<file path="src/rtl/pulse_burst_gen_pkg.sv">
// pulse_burst_gen shared definitions: FSM states, parameter limits,
// defaults, and a small helper for sizing the phase timer.
package pulse_burst_pkg;

    typedef enum logic [1:0] {
        IDLE,
        LOW,
        GAP,
        DONE
    } state_t;

    // The pulse maker needs a 6-cycle low to finish its countdown
    // and at least one high cycle to re-arm.
    localparam int MIN_LOW_CYCLES = 6;
    localparam int MIN_GAP_CYCLES = 1;

    localparam int DEF_CNT_W      = 8;
    localparam int DEF_LOW_CYCLES = 6;
    localparam int DEF_GAP_CYCLES = 4;

    function automatic int max_int(input int a, input int b);
        return (a > b) ? a : b;
    endfunction

endpackage

</file>
<file path="src/rtl/pulse_burst_gen_phase_timer.sv">
// phase_timer: loadable down-counter with a registered expired flag.
// Loading L raises expired after L-1 further edges, i.e. L periods.
module phase_timer #(
    parameter int W = 3
) (
    input  logic         clk,
    input  logic         reset,
    input  logic         load,
    input  logic [W-1:0] load_val,
    output logic         expired
);

    logic [W-1:0] cnt;

    // Count down from load_val-1; flag the last period of the phase.
    always_ff @(posedge clk) begin
        if (!reset) begin
            cnt     <= '0;
            expired <= 1'b0;
        end else if (load) begin
            cnt     <= load_val - W'(1);
            expired <= (load_val <= W'(1));
        end else begin
            if (cnt != '0) begin
                cnt <= cnt - W'(1);
            end
            expired <= (cnt == W'(1));
        end
    end

endmodule

</file>
<file path="src/rtl/pulse_burst_gen.sv">
// pulse_burst_gen: drives an active-low request through N low/gap phases.
// Optional abort input enabled by defining PULSE_BURST_ABORT_EN.
module pulse_burst_gen
    import pulse_burst_pkg::*;
#(
    parameter int CNT_W      = DEF_CNT_W,
    parameter int LOW_CYCLES = DEF_LOW_CYCLES,
    parameter int GAP_CYCLES = DEF_GAP_CYCLES
) (
    input  logic             clk,
    input  logic             reset,
`ifdef PULSE_BURST_ABORT_EN
    input  logic             abort,
`endif
    input  logic             start,
    input  logic [CNT_W-1:0] count,
    output logic             req_n,
    output logic             busy,
    output logic             done,
    output logic [CNT_W-1:0] remaining
);

    localparam int TW = $clog2(max_int(LOW_CYCLES, GAP_CYCLES) + 1);

    if (LOW_CYCLES < MIN_LOW_CYCLES) begin : g_low_chk
        $error("LOW_CYCLES too small for the pulse maker");
    end
    if (GAP_CYCLES < MIN_GAP_CYCLES) begin : g_gap_chk
        $error("GAP_CYCLES too small for the pulse maker");
    end

    state_t           state, state_n;
    logic [CNT_W-1:0] rem_n;
    logic             req_n_n, busy_n, done_n;
    logic             tm_load, tm_exp;
    logic [TW-1:0]    tm_val;
    logic             abort_q;

`ifdef PULSE_BURST_ABORT_EN
    assign abort_q = abort;
`else
    assign abort_q = 1'b0;
`endif

    phase_timer #(.W(TW)) u_timer (
        .clk      (clk),
        .reset    (reset),
        .load     (tm_load),
        .load_val (tm_val),
        .expired  (tm_exp)
    );

    // State and registered outputs.
    always_ff @(posedge clk) begin
        if (!reset) begin
            state     <= IDLE;
            req_n     <= 1'b1;
            busy      <= 1'b0;
            done      <= 1'b0;
            remaining <= '0;
        end else begin
            state     <= state_n;
            req_n     <= req_n_n;
            busy      <= busy_n;
            done      <= done_n;
            remaining <= rem_n;
        end
    end

    // Next state, phase timer loads and next output values.
    always_comb begin
        state_n = state;
        rem_n   = remaining;
        tm_load = 1'b0;
        tm_val  = TW'(LOW_CYCLES);
        unique case (state)
            IDLE: begin
                if (start) begin
                    if (count != '0) begin
                        rem_n   = count;
                        tm_load = 1'b1;
                        state_n = LOW;
                    end else begin
                        state_n = DONE;
                    end
                end
            end
            LOW: begin
                if (abort_q) begin
                    state_n = DONE;
                end else if (tm_exp) begin
                    if (remaining != '0) begin
                        rem_n = remaining - CNT_W'(1);
                    end
                    if (remaining <= CNT_W'(1)) begin
                        state_n = DONE;
                    end else begin
                        tm_load = 1'b1;
                        tm_val  = TW'(GAP_CYCLES);
                        state_n = GAP;
                    end
                end
            end
            GAP: begin
                if (abort_q) begin
                    state_n = DONE;
                end else if (tm_exp) begin
                    tm_load = 1'b1;
                    state_n = LOW;
                end
            end
            DONE: begin
                state_n = IDLE;
            end
            default: begin
                state_n = IDLE;
            end
        endcase
        req_n_n = (state_n != LOW);
        busy_n  = (state_n == LOW) || (state_n == GAP);
        done_n  = (state_n == DONE);
    end

endmodule

</file>
<file path="config.mk">
export PLATFORM = sky130hd
export DESIGN_NAME = pulse_burst_gen
export DESIGN_NICKNAME = d
export VERILOG_FILES = /design/src/rtl/pulse_burst_gen_pkg.sv /design/src/rtl/pulse_burst_gen_phase_timer.sv /design/src/rtl/pulse_burst_gen.sv
export SDC_FILE = /design/constraint.sdc
export NUM_CORES = 1
export LEC_CHECK = 0
export CAP_MARGIN = 20
export CORE_MARGIN = 1
export CORE_UTILIZATION = 35
export DETAILED_ROUTE_END_ITERATION = 10
export GPL_TIMING_DRIVEN = 0
export PLACE_DENSITY = 0.6
export SLEW_MARGIN = 20
export SYNTH_ARGS = -nofsm -noshare
export SYNTH_HDL_FRONTEND = slang
export SYNTH_SLANG_ARGS = --single-unit
</file>
<file path="constraint.sdc">
create_clock -name clk -period 3.85 [get_ports clk]
set_clock_uncertainty 0.2 [all_clocks]
set_input_delay 0.9625 -clock clk [delete_from_list [all_inputs] [get_ports clk]]
set_output_delay 0.9625 -clock clk [all_outputs]
set_load 0.02 [all_outputs]
</file>
==> results of run 1 <==
-- layout make-up --
cell class	instances	area, sq um
Buffer	6	23.8
Clock buffer	3	22.5
Clock inverter	1	5.00
Fill cell	297	1490
Inverter	9	33.8
Multi-Input combinational cell	95	666
Sequential cell	17	340
Tap cell	31	38.8
Timing Repair Buffer	21	210
-- critical path, delay by kind of cell --
kind | cells | cell delay (ps)
buffers and inverters | 2 | 520
adders and majority gates | 1 | 300
AOI/OAI and AO/OA | 1 | 470
and+or+nand+nor | 3 | 940
-- kinds of logic after synthesis --
family / synth area share [%]
xor gates and xnor gates: 0.824
DFF: 32.0
muxes: 3.76
adders and majority gates: 9.41
AOI/OAI and AO/OA: 24.7
and+or+nand+nor: 23.9
buffers and inverters: 5.41
-- per-layer routing --
layer	vias to the layer above	routed length [microns]	global-route usage [%]
met5	-	0	0
met4	0	25	4.18
met3	5	142	4.76
met2	37	1230	29.7
met1	488	1270	22.3
li1	519	-	-
-- worst max path at each step --
stage                     startpoint    to  slack [ps]  depth (start not counted)
after global routing        count[4]  busy         530                          7
after CTS                   count[4]  busy         670                          7
final                       count[4]  busy         720                          7
after detailed placement    count[4]  busy         340                          7
after floorplan             count[4]  busy        1250                          6
after global placement      count[0]  busy         470                          7
-- power by group through the flow --
stage	logic [mW]	clock network [mW]	registers [mW]
after global placement	0.395	0	0.264
final	0.406	0.101	0.260
after detailed placement	0.406	0	0.264
after floorplan	0.262	0	0.286
after global routing	0.454	0.113	0.266
after CTS	0.409	0.105	0.260
-- flip-flops by register name, indices dropped and copies added, names as in the netlist --
signal / cells
busy: 1
u_timer.cnt: 3
req_n: 1
u_timer.expired: 1
state: 2
done: 1
remaining: 8
-- stage by stage --
stage / utilization, % / cell area (sq um) / cells / hold slack (ps) / setup WS, ps
finish: 47.4 / 1340 / 183 / 328 / 716
global route: 47.4 / 1340 / 183 / 356 / 532
CTS: 47.4 / 1340 / 183 / 335 / 667
detailed placement: 46.4 / 1310 / 179 / 312 / 338
global placement: 46.4 / 1310 / 179 / 310 / 474
floorplan: - / 1060 / 127 / 368 / 1250
-- cell usage in the layout, fill, tap and decap left out, types with 4 or more instances in the layout --
| cell | count |
|---|---|
| clkdlybuf4s50_1 | 21 |
| dfxtp_1 | 17 |
| nor2_1 | 12 |
| nand2_1 | 10 |
| inv_1 | 9 |
| ha_1 | 8 |
| clkbuf_1 | 5 |
| a21oi_1 | 5 |
| and2_1 | 5 |
| nor4_1 | 4 |
| o211ai_1 | 4 |
| mux2i_1 | 4 |
| o21ai_0 | 4 |
==> reports/qor.yml, run 1 <==
critical_path:
  cp_cell_sequence: "clkdlybuf4s50_1 -> nor4_1 -> nand3_1 -> a221oi_1 -> inv_1 -> ha_1 -> nor2_1"
  worstReg2RegStart: "remaining[4]"
  cp_max_fo: 3
  worst_setup_path_start_kind: "input port"
  worstSetupEndpointType: "register"
  worstSetupPathType: "in2reg"
  reg2regPathDepth: 5
  ff2ff_setup_slack_ps: 1540
  r2r_end: "busy"
  max_stage_delay_ps: 700
  required_ps: 3900
  crit_slowest_cell: "nor4_1"
  critical_path_arrival_ps: 3180
logic_synthesis:
  post_synth_main_area_contributors: "dfxtp_1 32%, ha_1 9.4%, nor2_1 4.2%, mux2i_1 3.8%, nand2_1 3.5%"
  async_reset_ff_share_pct: 0
  synth_nets: 146
  synthTopCellsByCount: "17 x dfxtp_1, 12 x nor2_1, 10 x nand2_1"
  synth_most_common_cell: "dfxtp_1"
  syn_avg_cell_area_sq_um: 8.37
  yosysSeqAreaShare_pct: 32.0
  ys_types: 41
  yosysTopAreaCell: "dfxtp_1"
  synth_edf_count: 0
  syn-cell-area_sq_um: 1060
  yosysTopAreaCellShare_pct: 32.0
  netlist_instances: 127
  synth_flop_cell: "dfxtp_1"
  synth-seq-cells: 17
  synth-warning-count: 0
cts:
  cts_num_sinks: 17
  cts_resized: 0
  cts.clk_slew.worst_paths_ps: 110
  cts_buffers: 3
  htree_levels: 1
  clkLatencyLatePin_ps: 300
  tritoncts: "built"
  hold_buffers: 0
  root_buffer: "clkbuf_4"
  post_cts_buffers: 0
  clockBufferDepth: 2
power_and_ir_drop:
  p_sw_share_pct: 41.5
  power_frac_comb_pct: 52.9
  p_int_mw: 0.449
  pwr-share-seq_pct: 33.9
  ir_drop_mv: 0.292
  p_total_mw: 0.768
  leakage_nw: 0.528
  powerDensity_nw_per_um2: 573
  netSwitchingPower_mw: 0.318
  p_clk_share_pct: 13.2
floorplanning:
  pin_count: 22
  die_width_microns: 57.1
  die_h_microns: 57.1
  die_area_sq_um: 3260
  rows: 19
  start_util_pct: 37.6
  coreArea_sq_um: 2830
timing:
  clock.fmax_mhz: 319
  finalSetupTns_ps: 0
  rsz0062_at_grt: "false"
  post-route-period-util_pct: 81.4
  drv_slew: 0
  tightest_slew_ps: 769
  setup_viol: 0
  finalHoldViolCount: 0
  finalCriticalPeriod_ps: 3130
  relSlewSlack_pct: 48.3
job:
  drv_cap: 0
routing:
  wirelength_microns: 2670
  first_pass_iters: 4
  drc_errors: 0
  vias: 1049
  viasPerCell: 5.73
  ant_nets: 0
  wire_per_inst_microns: 14.6
  drtIter0Drc: 37
global_route:
  antenna_found_initial: 0
  grt_pass1_vias: 966
  gr-total-overflow: 0
  grt_max_degree: 11
  grt_usage_pct: 17.6
  grt_first_pass_wirelength_microns: 4370
placement:
  gp_congestion: 0.828
  portBuffers: 21
  hpwl_microns: 1930
finish:
  layout-drive-gt1-share_pct: 6.58
  area_growth_pct: 26.0
  fin_nets: 172
  num_antenna_cells: 0
hold_path:
  hold_class: "reg2reg"
  whs_path_depth: 2
  holdPathEnd: "remaining[1]"
  min_from: "remaining[1]"
status:
  status: "finished clean"
No activity file was read; power rests on OpenSTA's default activity.
==> inputs of run 2 (changes only) <==
==> constraint.sdc (replaced) <==
create_clock -name clk -period 2.94 [get_ports clk]
set_clock_uncertainty 0.2 [all_clocks]
set_input_delay 0.735 -clock clk [delete_from_list [all_inputs] [get_ports clk]]
set_output_delay 0.735 -clock clk [all_outputs]
set_load 0.02 [all_outputs]
==> reports/qor.yml, run 2 (same netlist as run 1, synthesis figures left out) <==
floorplanning:
  die_width_microns: 57.1
  die_h_microns: 57.1
  coreArea_sq_um: 2830
  pin_count: 22
  die_area_sq_um: 3260
  rows: 19
  start_util_pct: 37.6
power_and_ir_drop:
  p_total_mw: 1.01
  powerDensity_nw_per_um2: 745
  p_sw_share_pct: 41.6
  ir_drop_mv: 0.387
  netSwitchingPower_mw: 0.419
  power_frac_comb_pct: 52.9
  leakage_nw: 0.529
  p_clk_share_pct: 13.2
  pwr-share-seq_pct: 33.9
  p_int_mw: 0.589
routing:
  drc_errors: 0
  wirelength_microns: 2730
  vias: 1060
  wire_per_inst_microns: 14.9
  drtIter0Drc: 34
  ant_nets: 0
  first_pass_iters: 4
  viasPerCell: 5.79
job:
  drv_cap: 0
timing:
  post-route-period-util_pct: 91.7
  layout_setup_ws_ps: 244
  tightest_slew_ps: 738
  drv_slew: 0
  finalCriticalPeriod_ps: 2700
  finalHoldViolCount: 0
  relSlewSlack_pct: 50.4
  clock.fmax_mhz: 371
  rsz0062_at_grt: "false"
  setup_viol: 0
global_route:
  use_met3_pct: 4.76
  antenna_found_initial: 0
  grt_max_degree: 11
  busiest_layer: "met2"
  grt_first_pass_wirelength_microns: 4380
  met1_usage_pct: 22.1
  grt_usage_pct: 17.6
  grt_use_met2_pct: 30.1
  grt_pass1_vias: 972
  gr-total-overflow: 0
critical_path:
  cp_max_fo: 3
  worstSetupEndpointType: "register"
  required_ps: 2990
  worst_setup_path_start_kind: "input port"
  critical_path_arrival_ps: 2740
  worstSetupPathType: "in2reg"
placement:
  dp_slack_ps: -344
  placed_cell_area_sq_um: 1310
  hpwl_microns: 1930
  portBuffers: 21
  gp_congestion: 0.828
  place_inst: 179
cts:
  cts_buffers: 3
  cts_num_sinks: 17
  hold_buffers: 0
  clockBufferDepth: 2
  root_buffer: "clkbuf_4"
  clkLatencyLatePin_ps: 300
  tritoncts: "built"
  htree_levels: 1
  cts.clk_slew.worst_paths_ps: 110
status:
  status: "finished clean"
finish:
  top_regs: "remaining (8), u_timer.cnt (3), state (2)"
  post-route-util_pct: 47.8
  area_growth_pct: 27.2
  largest-register: "remaining"
  fin_cells: 183
  layout_common_cells: "21 x clkdlybuf4s50_1, 17 x dfxtp_1, 12 x nor2_1, 10 x nand2_1, 9 x inv_1"
  largest_reg_flops: 8
  layout-drive-gt1-share_pct: 7.89
  layout_commonest_cell: "clkdlybuf4s50_1"
  design_area_sq_um: 1350
  fin_nets: 172
  num_antenna_cells: 0
hold_path:
  hold_class: "reg2reg"
-- run 2: changes by cell type in the layout (fill, tap and decap cells not counted) --
cell	delta
nor4_1	-2
nor4_2	+2
-- run 2: path summary, 6_finish.rpt --
kind,from,to,slack (ps),depth (start not counted)
setup / recovery,count[0],busy,240,7
hold / removal,remaining[1],remaining[1],330,2
setup reg to reg,remaining[4],busy,640,5
hold reg to reg,remaining[1],remaining[1],330,2
-- run 2: area by class of cell --
type | count | area [sq um]
Fill cell | 297 | 1480
Multi-Input combinational cell | 95 | 678
Sequential cell | 17 | 340
Timing Repair Buffer | 21 | 210
Tap cell | 31 | 38.8
Inverter | 9 | 33.8
Buffer | 6 | 23.8
Clock buffer | 3 | 22.5
Clock inverter | 1 | 5.00
-- run 2: metal layers --
metal	share of wire, %	vias to the layer above
met5	0	-
met4	0.99	0
met3	3.7	5
met2	48	32
met1	48	503
li1	-	520
-- run 2: what timing repair did --
item	CTS	global route
gates resized for setup	1	1
setup buffers	0	0
setup endpoints to repair	1	1
-- run 2: critical path, cell delays in order --
cell,delay (ps)
clkdlybuf4s50_1,470
nor4_2,480
nand3_1,130
a221oi_1,450
inv_1,90
ha_1,300
nor2_1,80
-- run 2: power by group through the flow --
stage                     clock [mW]  combinational (mW)  sequential (mW)
after floorplan                    0               0.343            0.374
after global placement             0               0.517            0.346
after detailed placement           0               0.531            0.346
after CTS                      0.138               0.537            0.341
after global routing           0.148               0.596            0.349
final                          0.133               0.533            0.341
-- run 2: through the flow --
| step | hold slack, ps | setup TNS, ps |
|---|---|---|
| floorplan | 368 | 0 |
| global placement | 310 | -370 |
| detailed placement | 312 | -1230 |
| CTS | 335 | 0 |
| global route | 356 | 0 |
| finish | 332 | 0 |
